`config.mk`:
```
export PLATFORM = sky130hd
export DESIGN_NAME = seq_detector_param
export DESIGN_NICKNAME = d
export VERILOG_FILES = /design/src/rtl/seq_detector_param.sv
export SDC_FILE = /design/constraint.sdc
export NUM_CORES = 1
export LEC_CHECK = 0
export ABC_AREA = 1
export BUFFER_PORTS_ARGS = -buffer_cell sky130_fd_sc_hd__buf_4
export CORE_AREA = 2 2 39 41
export CTS_CLUSTER_SIZE = 14
export DETAILED_ROUTE_END_ITERATION = 7
export DIE_AREA = 0 0 41 43
export PLACE_DENSITY = 0.74
export SETUP_SLACK_MARGIN = 0.02
export SYNTH_ARGS = -nofsm -noshare
export SYNTH_HDL_FRONTEND = slang
export SYNTH_SLANG_ARGS = --single-unit
```
`constraint.sdc`:
```
create_clock -name clk -period 1.3 [get_ports clk]
set_input_delay 0.195 -clock clk [delete_from_list [all_inputs] [get_ports clk]]
set_output_delay 0.195 -clock clk [all_outputs]
set_load 0.005 [all_outputs]
```
`src/rtl/seq_detector_param.sv`:
```
// Serial pattern detector: compares the last LEN accepted bits against a loadable pattern.
// Define SEQDET_COUNT_EN to build the saturating match counter; otherwise match_cnt reads 0.
module seq_detector_param #(
   parameter int unsigned         LEN      = 3,
   parameter logic [LEN-1:0]      PAT_INIT = LEN'(3'b101),
   parameter int unsigned         CNT_W    = 8
) (
   input  logic             clk,
   input  logic             reset,
   input  logic             x,
   input  logic             in_valid,
   input  logic             overlap,
   input  logic             pat_load,
   input  logic [LEN-1:0]   pat_in,
   input  logic             cnt_clr,
   output logic             match,
   output logic             armed,
   output logic [CNT_W-1:0] match_cnt
);

   localparam int unsigned       FILL_W    = $clog2(LEN + 1);
   localparam logic [FILL_W-1:0] FILL_FULL = FILL_W'(LEN);

   typedef enum logic {
      FILL = 1'b0,
      HUNT = 1'b1
   } state_e;

   state_e            state_q, state_d;
   logic [FILL_W-1:0] fill_q, fill_d;
   logic [LEN-1:0]    hist_q, hist_d;
   logic [LEN-1:0]    pat_q, pat_d;
   logic              match_q, match_d;
   logic [LEN-1:0]    shift_c;
   logic [FILL_W-1:0] fill_inc_c;

   // State, history, fill count, pattern and match pulse registers
   always_ff @(posedge clk or negedge reset) begin
      if (!reset) begin
         state_q <= FILL;
         fill_q  <= '0;
         hist_q  <= '0;
         pat_q   <= PAT_INIT;
         match_q <= 1'b0;
      end else begin
         state_q <= state_d;
         fill_q  <= fill_d;
         hist_q  <= hist_d;
         pat_q   <= pat_d;
         match_q <= match_d;
      end
   end

   // Next-state: pattern load restarts; accepted bits shift in and may complete a match
   always_comb begin
      state_d    = state_q;
      fill_d     = fill_q;
      hist_d     = hist_q;
      pat_d      = pat_q;
      match_d    = 1'b0;
      shift_c    = {hist_q[LEN-2:0], x};
      fill_inc_c = fill_q;

      case (state_q)
         FILL:    fill_inc_c = fill_q + FILL_W'(1);
         HUNT:    fill_inc_c = FILL_FULL;
         default: fill_inc_c = fill_q;
      endcase

      if (pat_load) begin
         pat_d   = pat_in;
         hist_d  = '0;
         fill_d  = '0;
         state_d = FILL;
      end else if (in_valid) begin
         hist_d  = shift_c;
         fill_d  = fill_inc_c;
         state_d = (fill_inc_c == FILL_FULL) ? HUNT : FILL;
         if ((fill_inc_c == FILL_FULL) && (shift_c == pat_q)) begin
            match_d = 1'b1;
            // Non-overlapping: keep history but demand LEN fresh bits
            if (!overlap) begin
               fill_d  = '0;
               state_d = FILL;
            end
         end
      end
   end

   assign match = match_q;
   assign armed = (state_q == HUNT);

`ifdef SEQDET_COUNT_EN
   logic [CNT_W-1:0] cnt_q, cnt_d;

   // Saturating counter; clear beats a same-cycle increment
   always_comb begin
      cnt_d = cnt_q;
      if (cnt_clr) begin
         cnt_d = '0;
      end else if (match_d && !(&cnt_q)) begin
         cnt_d = cnt_q + CNT_W'(1);
      end
   end

   always_ff @(posedge clk or negedge reset) begin
      if (!reset) begin
         cnt_q <= '0;
      end else begin
         cnt_q <= cnt_d;
      end
   end

   assign match_cnt = cnt_q;
`else
   logic unused_cnt_clr;
   assign unused_cnt_clr = cnt_clr;
   assign match_cnt      = '0;
`endif

endmodule

```
# Word-level counts from Yosys, hierarchy flattened
# Cells that the tools add are included.
[classes] n_bitwise=1 mux=15 eq_ne=2 reduce_logical=2 n_addsub=1
[op_table] operator="2-bit two-way mux" count=6
[op_table] operator="1-bit two-way mux" count=8
[op_table] operator="2-bit one-hot mux with 2 select lines" count=1
[op_table] operator="3-bit == test" count=1
[op_table] operator="2-bit by 1-bit adder with 2-bit output (second input constant)" count=1
[op_table] operator="2-bit == test (second input constant)" count=1
[op_table] operator="2-bit nonzero test" count=1
[op_table] operator="1-bit logical AND" count=1
[op_table] operator="1-bit NOT" count=1
[word_totals] output_inout_bits=10 input_bits=10 elab_cells=26 ff_bits=9

# Longest topological paths before layout
# Gate-level depths: netlist (run 1).
[logic_depth] depth_word=8 ltp_mapped=7

# Least setup slack after synthesis (run 1)
# Ideal clock, no wire load.
[synth_timing] path_kind="flip-flop to flip-flop" start="register pat_q[0]" end="register fill_q[0]" path_slack_ns=0.219 synth_period_minus_slack_ns=1.081 path_buffers=0 stages_incl_launch_ff=8 setup_ns=0.117 arrival_ns=0.963 t_required_ns=1.183 path_cell_list="dfstp_2 -> inv_1 -> nand2_1 -> nand2_2 -> nor2_4 -> nand3_2 -> nand2_1 -> o21ai_2"
[synth_via] elab_chain_len=5
[synth_rtl] element="start: declaration" line_no="32" rtl="logic [LEN-1:0] pat_q, pat_d;"
[synth_rtl] element="start signal: assignment" line_no="49" rtl="pat_q <= pat_d;"
[synth_rtl] element="3-bit == test" line_no="79" rtl="if ((fill_inc_c == FILL_FULL) && (shift_c == pat_q)) begin"
[synth_rtl] element="1-bit logical AND" line_no="79"
[synth_rtl] element="2-bit two-way mux" line_no="79"
[synth_rtl] element="2-bit two-way mux" line_no="75" rtl="end else if (in_valid) begin"
[synth_rtl] element="2-bit two-way mux" line_no="70" rtl="if (pat_load) begin"
[synth_rtl] element="end signal: assignment" line_no="47" rtl="fill_q <= fill_d;"
[synth_rtl] element="end: declaration" line_no="30" rtl="logic [FILL_W-1:0] fill_q, fill_d;"
# Every way passes these cells. The select of a mux whose other input is x is not followed.
# A chain may end at the register's enable or synchronous reset.

# Worst setup path after layout (run 1)
[layout_timing] start="register pat_q[0]" end="register fill_q[1]"
# The elaborated chain is that of the path after synthesis.

==> results list, run 1 <==
* Run status: complete, no violations
- The path class of the tightest hold or removal check is in2reg.
- Cell depth of the worst min-delay path: 3
* Core region area: roughly 1400 sq um
- Summed over all nets, the half-perimeter wirelength after detailed placement is approximately 650 um.
- Required time worst endpoint: approximately 1.5 ns
- The worst path in the final design needs a cycle of 1.15 ns, including I/O delays and setup.
* Synthesis Warnings: 0
- Post-synthesis sequential area ratio: 0.428
- Die area: between 1500 and 2000 sq um
* Number of buffers created by CTS: 3
- IR analysis of the VDD net gives a maximum drop of about 0.5 mV.
* First drt pass iteration count: 4
- Register clock-pin slew on the reported worst setup and hold paths: 0.06 ns
- Number of pins exceeding their max-slew limit in the final report: 0
* Number of antenna violations at the first check in global routing: 0
- Leading cell types in the layout, fill and taps excluded: sky130_fd_sc_hd__nand2_1, sky130_fd_sc_hd__buf_4, sky130_fd_sc_hd__inv_1, sky130_fd_sc_hd__conb_1, sky130_fd_sc_hd__dfrtp_1
* Layout cell share with drive strength beyond 1: 0.346
* Worst-case hold slack: 0.145 ns
- Post-DR wirelength/cell: about 8.6 um
- For the final database, setup skew stands at approximately 0.0042 ns.
- The filler cells instantiated in the layout total 146.
* Maximum number of buffers from clock root to sink: 2
- Overall track demand over capacity in global routing: 0.130
* Global placement routability congestion: 0.707
- Final Hold Viols: 0
- Most common cell after layout, fill and taps aside: sky130_fd_sc_hd__nand2_1
- Register bit count reported by yosys: 9
- Area of the mapped netlist: 532 sq um
* CP max FO: 3
* Number of global-route vias before repair: between 300 and 400
- Relative to the synthesized area, the layout overhead comes to 18.4%.
* Later-pin clock latency in the skew report: between 0.2 and 0.3 ns
* Leakage power figure: ~0.34 nW
- Cells on worst reg2reg path: 7
* Vias after detailed routing: roughly 410
- Setup violations remaining at the end of the flow were counted as 0.
- Cells after synthesis: 67
* Fin crit share: 0.884
- Max-cap violations in this run came to 0.
- DRC violation count after routing: 0
* Type of the worst setup path: reg2reg
- The first global-routing pass estimated roughly 1.4 mm of wire.
- Congestion Overflow GR: 0
- Root Buffer Master: sky130_fd_sc_hd__clkbuf_4
* Worst EP arrival: 1.30 ns
- For flop-to-flop paths, the worst setup slack is between 0.15 and 0.2 ns.
- Type of element capturing the critical path: register
* CTS tree: yes
- P per Cell Area: 1030 nW/um^2
- The detail route stage leaves a number of antenna-violating nets equal to 0.
- STA classifies the critical path startpoint as a register.
- Initial detailed-routing violation count: 3
- Unique cell type count in the Yosys netlist: 19
* Fmax: approximately 870 MHz
- At the end of the flow, the number of nets in the layout was between 90 and 100.
- CTS built an H-tree with a depth of 1.
- Using the TritonRoute via totals, the vias-per-cell ratio works out to approximately 4.2.
- Setup repair after global routing left no endpoint under its margin.
- Chip width: ~40 um
- Input and output buffers added on the ports amount to 10.
- Initial Util: 0.384
* Die Height: 43 um
- Routed WL: roughly 830 um
* Synth Area per Inst: 7.94 sq um
- FP Rows: 14
- Pin placement for this block handled 20 I/O pins.
- In the final timing run, aggregate negative setup slack is 0 ns.
* Largest net degree at the start of global routing: 10
- Antenna fix cells: 0
- Counting every sink on the clock net gives 9.
critical path: stages (launching register included):
cell,delay (ns)
sky130_fd_sc_hd__dfstp_2,0.53
sky130_fd_sc_hd__inv_1,0.05
sky130_fd_sc_hd__nand2_1,0.06
sky130_fd_sc_hd__nand2_2,0.06
sky130_fd_sc_hd__nor2_4,0.11
sky130_fd_sc_hd__nand3_2,0.10
sky130_fd_sc_hd__nand3_1,0.08
sky130_fd_sc_hd__nand2_1,0.05
registers in the layout (all words and copies together), names as in the netlist:
register and flops:
pat_q 3, armed 1, hist_q 2, match 1, fill_q 2
power by group:
part / total (W) / internal, W / switching, W
Combinational: 0.000119 / 0.0000517 / 0.0000669
Clock: 0.000214 / 0.000118 / 0.0000960
Sequential: 0.000318 / 0.000303 / 0.0000145
path summary, 6_finish.rpt:
kind / start / end
max reg2reg: pat_q[0] / fill_q[1]
min: pat_in[0] / pat_q[0]
min reg2reg: pat_q[0] / pat_q[0]
max: pat_q[0] / fill_q[1]
max in group asynchronous: reset / pat_q[2]
min in group asynchronous: reset / armed
metal layers:
metal,GRT usage,vias up,wire length [um]
met2,0.166,17,391
met4,0.100,0,35
met3,0.0628,5,56
li1,-,213,-
met1,0.160,174,347
met5,0,-,0
logic make-up (layout without fill, tap and decap cells):
| kind of cell | count (synthesis) | in the layout | synth area share |
|---|---|---|---|
| AO/OA/AOI/OAI | 8 | 8 | 0.0941 |
| XOR/XNOR | 1 | 1 | 0.0165 |
| buffers and inverters | 21 | 28 | 0.205 |
| flip-flops | 9 | 9 | 0.428 |
| AND/OR/NAND/NOR | 27 | 27 | 0.249 |
| other | 1 | 8 | 0.00705 |
area by class of cell:
cell class / instances / area [sq um] / share of cell area
multi-input combinational: 44 / 221 / 0.352
clock buffer: 4 / 26.3 / 0.0417
timing repair buffer: 11 / 85.1 / 0.135
inverter: 13 / 48.8 / 0.0775
sequential: 9 / 228 / 0.362
tap: 16 / 20.0 / 0.0318
synth_stat cells:
| cell type | count | area share |
|---|---|---|
| sky130_fd_sc_hd__nand2_1 | 18 | 0.13 |
| sky130_fd_sc_hd__buf_4 | 8 | 0.11 |
| sky130_fd_sc_hd__inv_1 | 8 | 0.056 |
| sky130_fd_sc_hd__dfrtp_1 | 7 | 0.33 |
| sky130_fd_sc_hd__inv_2 | 5 | 0.035 |
| sky130_fd_sc_hd__o21ai_0 | 3 | 0.028 |
| sky130_fd_sc_hd__dfstp_2 | 2 | 0.099 |
| sky130_fd_sc_hd__nand3_1 | 2 | 0.019 |
| sky130_fd_sc_hd__nor2_2 | 2 | 0.024 |
| sky130_fd_sc_hd__nor2_4 | 2 | 0.042 |
| sky130_fd_sc_hd__o22ai_1 | 2 | 0.024 |
| sky130_fd_sc_hd__a21oi_1 | 1 | 0.0094 |
| sky130_fd_sc_hd__a21oi_2 | 1 | 0.016 |
| sky130_fd_sc_hd__conb_1 | 1 | 0.0071 |
| sky130_fd_sc_hd__nand2_2 | 1 | 0.012 |
| sky130_fd_sc_hd__nand3_2 | 1 | 0.019 |
| sky130_fd_sc_hd__nor2_1 | 1 | 0.0071 |
| sky130_fd_sc_hd__o21ai_2 | 1 | 0.016 |
| sky130_fd_sc_hd__xnor2_1 | 1 | 0.016 |
metrics by stage:
| step | util | instances | setup slack [ns] | total power (W) | area, sq um |
|---|---|---|---|---|---|
| 4_1_cts | 0.455 | 97 | 0.138 | 0.000669 | 629 |
| 5_1_grt | 0.455 | 97 | 0.0883 | 0.000701 | 629 |
| 3_5_place_dp | 0.429 | 92 | 0.145 | 0.000440 | 593 |
| 3_3_place_gp | 0.429 | 92 | 0.163 | 0.000436 | 593 |
| 6_report | 0.455 | 97 | 0.151 | 0.000650 | 629 |
| 2_1_floorplan | - | 74 | 0.219 | 0.000414 | 558 |
repair_timing:
| item | 4_1_cts | 5_1_grt |
|---|---|---|
| endpoints found under the hold margin | 9 | 0 |
| hold buffers | 1 | 0 |
| gates resized for setup | 0 | 0 |
| setup buffers | 0 | 0 |
(Power assumes the default switching activity.)
==> run 2, diff against run 1 <==
--- a/config.mk
+++ b/config.mk
@@ -12,6 +12,7 @@
 export DETAILED_ROUTE_END_ITERATION = 7
 export DIE_AREA = 0 0 41 43
 export PLACE_DENSITY = 0.74
+export RECOVER_POWER = 25
 export SETUP_SLACK_MARGIN = 0.02
 export SYNTH_ARGS = -nofsm -noshare
 export SYNTH_HDL_FRONTEND = slang
==> run 2 against run 1 <==
  * Setup slack got worse by 0.0026 ns
  * First-iteration DRC count increased by 67%
  * Critical path type unchanged
  * Worst hold slack got worse by 0.0012 ns
  * Global-route usage unchanged
  * Final cell count unchanged
==> results list, run 2 (same netlist as run 1, synthesis figures left out) <==
- The critical path in this run is classified as reg2reg.
- In this run the critical register-to-register path is launched from pat_q[0].
- Setup tns final: 0 ns
- CTS tree: yes
- IO buf count: 10
- End of the critical path: fill_q[1]
- Setup violations remaining at the end of the flow were counted as 0.
- Cell area after layout: approximately 630 sq um
- Flip-flop count of the largest register after layout: 3
- The largest registers in the layout are pat_q (3), fill_q (2), hist_q (2).
- Die Height: between 40 and 50 um
* CTS sink count: 9
- Die area: between 1500 and 2000 sq um
- First drt pass iteration count: 4
* Vias after detailed routing: between 400 and 500
* Cells on worst reg2reg path: 7
- Total area of sequential cells: approximately 230 sq um
- Area overhead of the layout relative to synthesis: 17.6%
- Core Util, Final: 0.452
- The cell that appears most often on the critical path is sky130_fd_sc_hd__nand2_1.
- In the layout the commonest cells are sky130_fd_sc_hd__nand2_1, sky130_fd_sc_hd__buf_4, sky130_fd_sc_hd__inv_1, sky130_fd_sc_hd__conb_1, sky130_fd_sc_hd__dfrtp_1.
- Post-CTS resize count: 0
- The count of nets left with antenna violations once routing finished came out at 0.
- GR peak layer: met2
* Most common cell after layout, fill and taps aside: sky130_fd_sc_hd__nand2_1
- Leakage power figure: ~0.33 nW
* Actual transition at the worst max-transition pin: a little over 0.5 ns
* Largest net degree at the start of global routing: 10
- Later-pin clock latency in the skew report: 0.26 ns
- The critical path starts at pat_q[0].
- Cell at the slowest stage of the critical path: sky130_fd_sc_hd__dfstp_2
- Power spread over the standard cell area amounts to approximately 1000 nW/um^2.
- Max_cap viols: 0
- Number of global-route vias before repair: 349
* Register clock-pin slew on the reported worst setup and hold paths: around 0.060 ns
- Met2 routing resource usage after global routing: 0.166
- Depth of the CTS H-tree: 1
* Antenna fix cells: 0
- The worst setup path is launched from a register.
* Number of vias per cell: ~4.3
* Worst EP arrival: between 1 and 1.5 ns
* Tmin final: approximately 1.2 ns
* Required time worst endpoint: 1.45 ns
- Buffers inserted during clock tree synthesis total 3.
* IR drop worst, VDD: 0.504 mV
* Sum of internal, switching and leakage power: roughly 0.00065 W
- The signal on the critical path passes through inv_1 > nand2_1 > nand2_2 > nor2_4 > nand3_2 > nand3_1 > nand2_1.
- Placed cell areas: between 500 and 600 sq um
* Global placement routability congestion: slightly above 0.7
- Chip width: about 41 um
* Wire length of the first global-routing pass: between 1 and 1.5 mm
* Final Skew: approximately 0.004 ns
* # fillers: 148
- Hold is met by around 0.14 ns.
- Initial detailed-routing violation count: 5
- Path class of the lowest-slack min-delay path: in2reg
- Post-DR wirelength/cell: around 8.5 um
* Setup repair after global routing missed its margin: no
- Total area of multi-input combinational cells: 221 sq um
- Fin crit share: 0.886
- For this block, the routed nets add up to about 800 um of wire.
- Across every metal layer, demand over resource in global routing totals 0.130.
* CP max FO: 3
- For this run, global-route usage on met3 was measured as 0.0628.
- Detailed placement finished with a half-perimeter wire length of ~650 um.
- After detailed routing, the number of remaining DRC violations is 0.
- Met1 Use GR: 0.160
- Summed over all layers, the global routing overflow is 0.
- FP Rows: 14
- Final Hold Viols: 0
- Nets: ~90
- Pin placement for this block handled 20 I/O pins.
- Layout cell share with drive strength beyond 1: 0.333
- The tree is rooted in a sky130_fd_sc_hd__clkbuf_4.
- Register with the most flip-flops: pat_q
- Reg2reg setup slack: ~0.15 ns
- Core region area: ~1400 sq um
- Counting along the longest clock path gives a buffer depth of 2.
* Fmax: approximately 870 MHz
- Worst rel slew slack: 0.665
* Terminus of the critical flop-to-flop path: fill_q[1]
* Type of element capturing the critical path: register
- The initial antenna violation count came to 0.
- The flow ran to the end, and the final reports show no timing, DRC or antenna violations.
- The worst hold path passes through 3 cells.
* Initial Util: 0.384
- Number of pins exceeding their max-slew limit in the final report: 0
* Largest stage delay, worst path: ~0.53 ns
## run 2: cell types whose count changed in the layout (fill, tap and decap cells not counted)
cell                       delta
sky130_fd_sc_hd__buf_4        -1
sky130_fd_sc_hd__clkbuf_1     +1
## run 2: report_power, final
group	leakage (nW)	switching, W	internal [W]
clock	0.0150	0.0000967	0.000118
sequential	0.114	0.0000144	0.000303
combinational	0.205	0.0000668	0.0000503
total	0.334	0.000178	0.000472
## run 2: critical path, delay by kind of cell, from the launching register on
family,cells,cell delay (ns)
DFF,1,0.53
and+or+nand+nor,6,0.47
buffers and inverters,1,0.05
## run 2: through the flow
step | setup WS, ns | instances
3_5_place_dp | 0.145 | 92
3_3_place_gp | 0.163 | 92
4_1_cts | 0.138 | 97
6_report | 0.149 | 97
5_1_grt | 0.0883 | 97
2_1_floorplan | 0.219 | 74
## run 2: worst min-delay path by stage
stage	start	endpoint
after floorplan	reset	armed
after global placement	reset	armed
after detailed placement	reset	armed
after CTS	pat_in[1]	pat_q[1]
after global routing	pat_in[2]	pat_q[2]
final	pat_in[0]	pat_q[0]
## run 2: final cells by class
type | instances | share of cell area
inverter | 13 | 0.0780
timing repair buffer | 11 | 0.130
tap | 16 | 0.0320
clock buffer | 4 | 0.0420
multi-input combinational | 44 | 0.354
sequential | 9 | 0.364
## run 2: layer usage
| metal | vias to the layer above | routed length [um] |
|---|---|---|
| li1 | 213 | - |
| met1 | 177 | 348 |
| met2 | 19 | 378 |
| met3 | 5 | 61 |
| met4 | 0 | 35 |
| met5 | - | 0 |
## run 2: what timing repair did
action	CTS	global route
hold buffers	1	0
endpoints found under the hold margin	9	0
setup buffers	0	0
setup endpoints to repair	0	0
==> run 3, diff against run 2 <==
--- a/config.mk
+++ b/config.mk
@@ -11,7 +11,7 @@
 export CTS_CLUSTER_SIZE = 14
 export DETAILED_ROUTE_END_ITERATION = 7
 export DIE_AREA = 0 0 41 43
-export PLACE_DENSITY = 0.74
+export PLACE_DENSITY = 0.7
 export RECOVER_POWER = 25
 export SETUP_SLACK_MARGIN = 0.02
 export SYNTH_ARGS = -nofsm -noshare
==> run 3 against run 2 <==
  * Clock-buffer cell count is the same
  * Critical path depth is the same
  * Largest power group unchanged
  * Final cell count is the same
  * Utilization is the same
==> results list, run 3 (same netlist as run 1, synthesis figures left out) <==
* Area overhead of the layout relative to synthesis: 17.6%
- Required time worst endpoint: approximately 1.5 ns
- In the layout the commonest cells are sky130_fd_sc_hd__nand2_1, sky130_fd_sc_hd__buf_4, sky130_fd_sc_hd__inv_1, sky130_fd_sc_hd__conb_1, sky130_fd_sc_hd__dfrtp_1.
- Largest net degree at the start of global routing: 10
* Number of pins exceeding their max-slew limit in the final report: 0
- Boundary pin count: 20
- Data on the critical path arrives at its endpoint at roughly 1.3 ns.
- The worst setup path is launched from a register.
- Fmax: roughly 860 MHz
* Initial detailed-routing violation count: 1
- The analysis attributes to cell leakage a power of around 0.33 nW.
* Cells on worst reg2reg path: 7
- Wire length of the first global-routing pass: 1.37 mm
- Post-Place Worst Slack: between 0.1 and 0.15 ns
- Most common cell after layout, fill and taps aside: sky130_fd_sc_hd__nand2_1
- Die Height: roughly 43 um
* IO buf count: 10
- CP max FO: 3
- Global routing finished with a remaining overflow of 0.
* Reg2reg setup slack: 0.14 ns
- Hold timing on the final database bottoms out at a slack of roughly 0.14 ns.
* Max_cap viols: 0
- Depth of the CTS H-tree: 1
- Initial Util: 0.384
* Registers with the highest flip-flop counts: pat_q (3), fill_q (2), hist_q (2)
- Post-CTS resize count: 0
- At the pin with the least slew margin, the transition time is between 0.5 and 0.6 ns.
- The critical path is of the reg2reg type.
- In the routed design, unresolved DRC markers number 0.
* Nets: a little over 90
- The initial antenna violation count is 0.
- Measured against its own limit, the worst slew margin works out to 0.660.
- Sum of internal, switching and leakage power: roughly 0.00065 W
- Global placement routability congestion: 0.704
* Cell depth of the worst min-delay path: 3
- First drt pass iteration count: 4
- The worst path needs around 1.2 ns of the cycle, external delays included.
- Run status: complete, no violations
- Type of element capturing the critical path: register
- Die area: around 1800 sq um
- The final number of hold-violating endpoints came to 0.
* CTS tree: yes
* Min-Delay Startpoint: pat_in[0]
- Number of global-route vias before repair: roughly 340
- In the global route stage, overall resource usage came out at 0.126.
- In the final layout, the share of cells above drive strength 1 is 0.333.
- Measured along the x axis, the die boundary spans between 40 and 50 um.
- At the end of the flow the core is filled with cells to 0.452.
- Setup repair after global routing missed its margin: no
* Maximum number of buffers from clock root to sink: 2
* Final setup viols: 0
- Register with the most flip-flops: pat_q
- 0 antenna diodes ended up in the layout.
- The number of clock buffers added by TritonCTS is 3.
- Min-Delay Endpoint: pat_q[0]
- Later-pin clock latency in the skew report: approximately 0.26 ns
* P per Cell Area: around 1000 nW/um^2
- Wires add up to ~850 um.
- CTS sink count: 9
- Root Buffer Master: sky130_fd_sc_hd__clkbuf_4
- Once detailed placement completed, the half-perimeter wirelength came to ~670 um.
- # fillers: 151
- The worst-case IR drop observed on VDD is approximately 0.49 mV.
- For the final database, setup skew stands at approximately 0.0048 ns.
* Register clock-pin slew on the reported worst setup and hold paths: 0.06 ns
- In the final routed layout, each cell accounts on average for slightly below 9 um.
- For the final routed database, the setup TNS stands at 0 ns.
* Core region area: 1380 sq um
* Fin crit share: 0.895
- Antenna violation net count after detailed routing: 0
- Flip-flop count of the largest register after layout: 3
- The worst register-to-register path begins at pat_q[0].
- Number of vias per cell: between 4 and 5
- Path class of the lowest-slack min-delay path: in2reg
- Setup ws final: between 0.1 and 0.15 ns
* FP Rows: 14
- The final route contains approximately 400 vias.
- The worst register-to-register path ends at fill_q[0].
==> run 3: cell counts in the layout (fill, tap and decap cells not counted) <==
Identical to the previous run, type by type.
==> run 3: final cells by class <==
cell class | count | area [sq um] | share of cell area
tap | 16 | 20.0 | 0.0320
multi-input combinational | 44 | 221 | 0.354
clock buffer | 4 | 26.3 | 0.0420
inverter | 13 | 48.8 | 0.0780
sequential | 9 | 228 | 0.364
timing repair buffer | 11 | 81.3 | 0.130
==> run 3: where the power goes <==
part           switching [W]  leakage, nW  internal, W
combinational      0.0000672        0.205    0.0000503
clock              0.0000988       0.0150     0.000118
sequential         0.0000146        0.114     0.000303
total               0.000181        0.334     0.000472
==> run 3: worst max path at each step <==
| stage | to | startpoint | slack, ns |
|---|---|---|---|
| floorplan | fill_q[0] | pat_q[0] | 0.22 |
| global placement | armed | pat_q[0] | 0.16 |
| detailed placement | fill_q[0] | pat_q[0] | 0.15 |
| CTS | fill_q[0] | pat_q[0] | 0.13 |
| global route | fill_q[1] | pat_q[0] | 0.09 |
| finish | fill_q[0] | pat_q[0] | 0.14 |
==> run 3: worst max-delay path, cell delays in order, from the launching register on <==
cell                      delay (ns)
sky130_fd_sc_hd__dfstp_2        0.53
sky130_fd_sc_hd__inv_1          0.04
sky130_fd_sc_hd__nand2_1        0.06
sky130_fd_sc_hd__nand2_2        0.06
sky130_fd_sc_hd__nor2_4         0.12
sky130_fd_sc_hd__nand3_2        0.10
sky130_fd_sc_hd__nand2_1        0.09
sky130_fd_sc_hd__o21ai_2        0.05
==> run 3: what timing repair did <==
action / CTS / global route
setup buffers: 0 / 0
hold endpoints to repair: 9 / 0
hold buffers: 1 / 0
==> run 3: metal layers <==
| layer | up-vias | GRT usage | part of all wire |
|---|---|---|---|
| li1 | 211 | - | - |
| met1 | 165 | 0.154 | 0.44 |
| met2 | 16 | 0.159 | 0.44 |
| met3 | 4 | 0.0471 | 0.081 |
| met4 | 0 | 0.120 | 0.037 |
| met5 | - | 0 | 0 |
==> run 3: through the flow <==
step	std cells	instance area [sq um]
6_report	97	626
5_1_grt	97	626
4_1_cts	97	629
3_5_place_dp	92	593
3_3_place_gp	92	593
2_1_floorplan	74	558
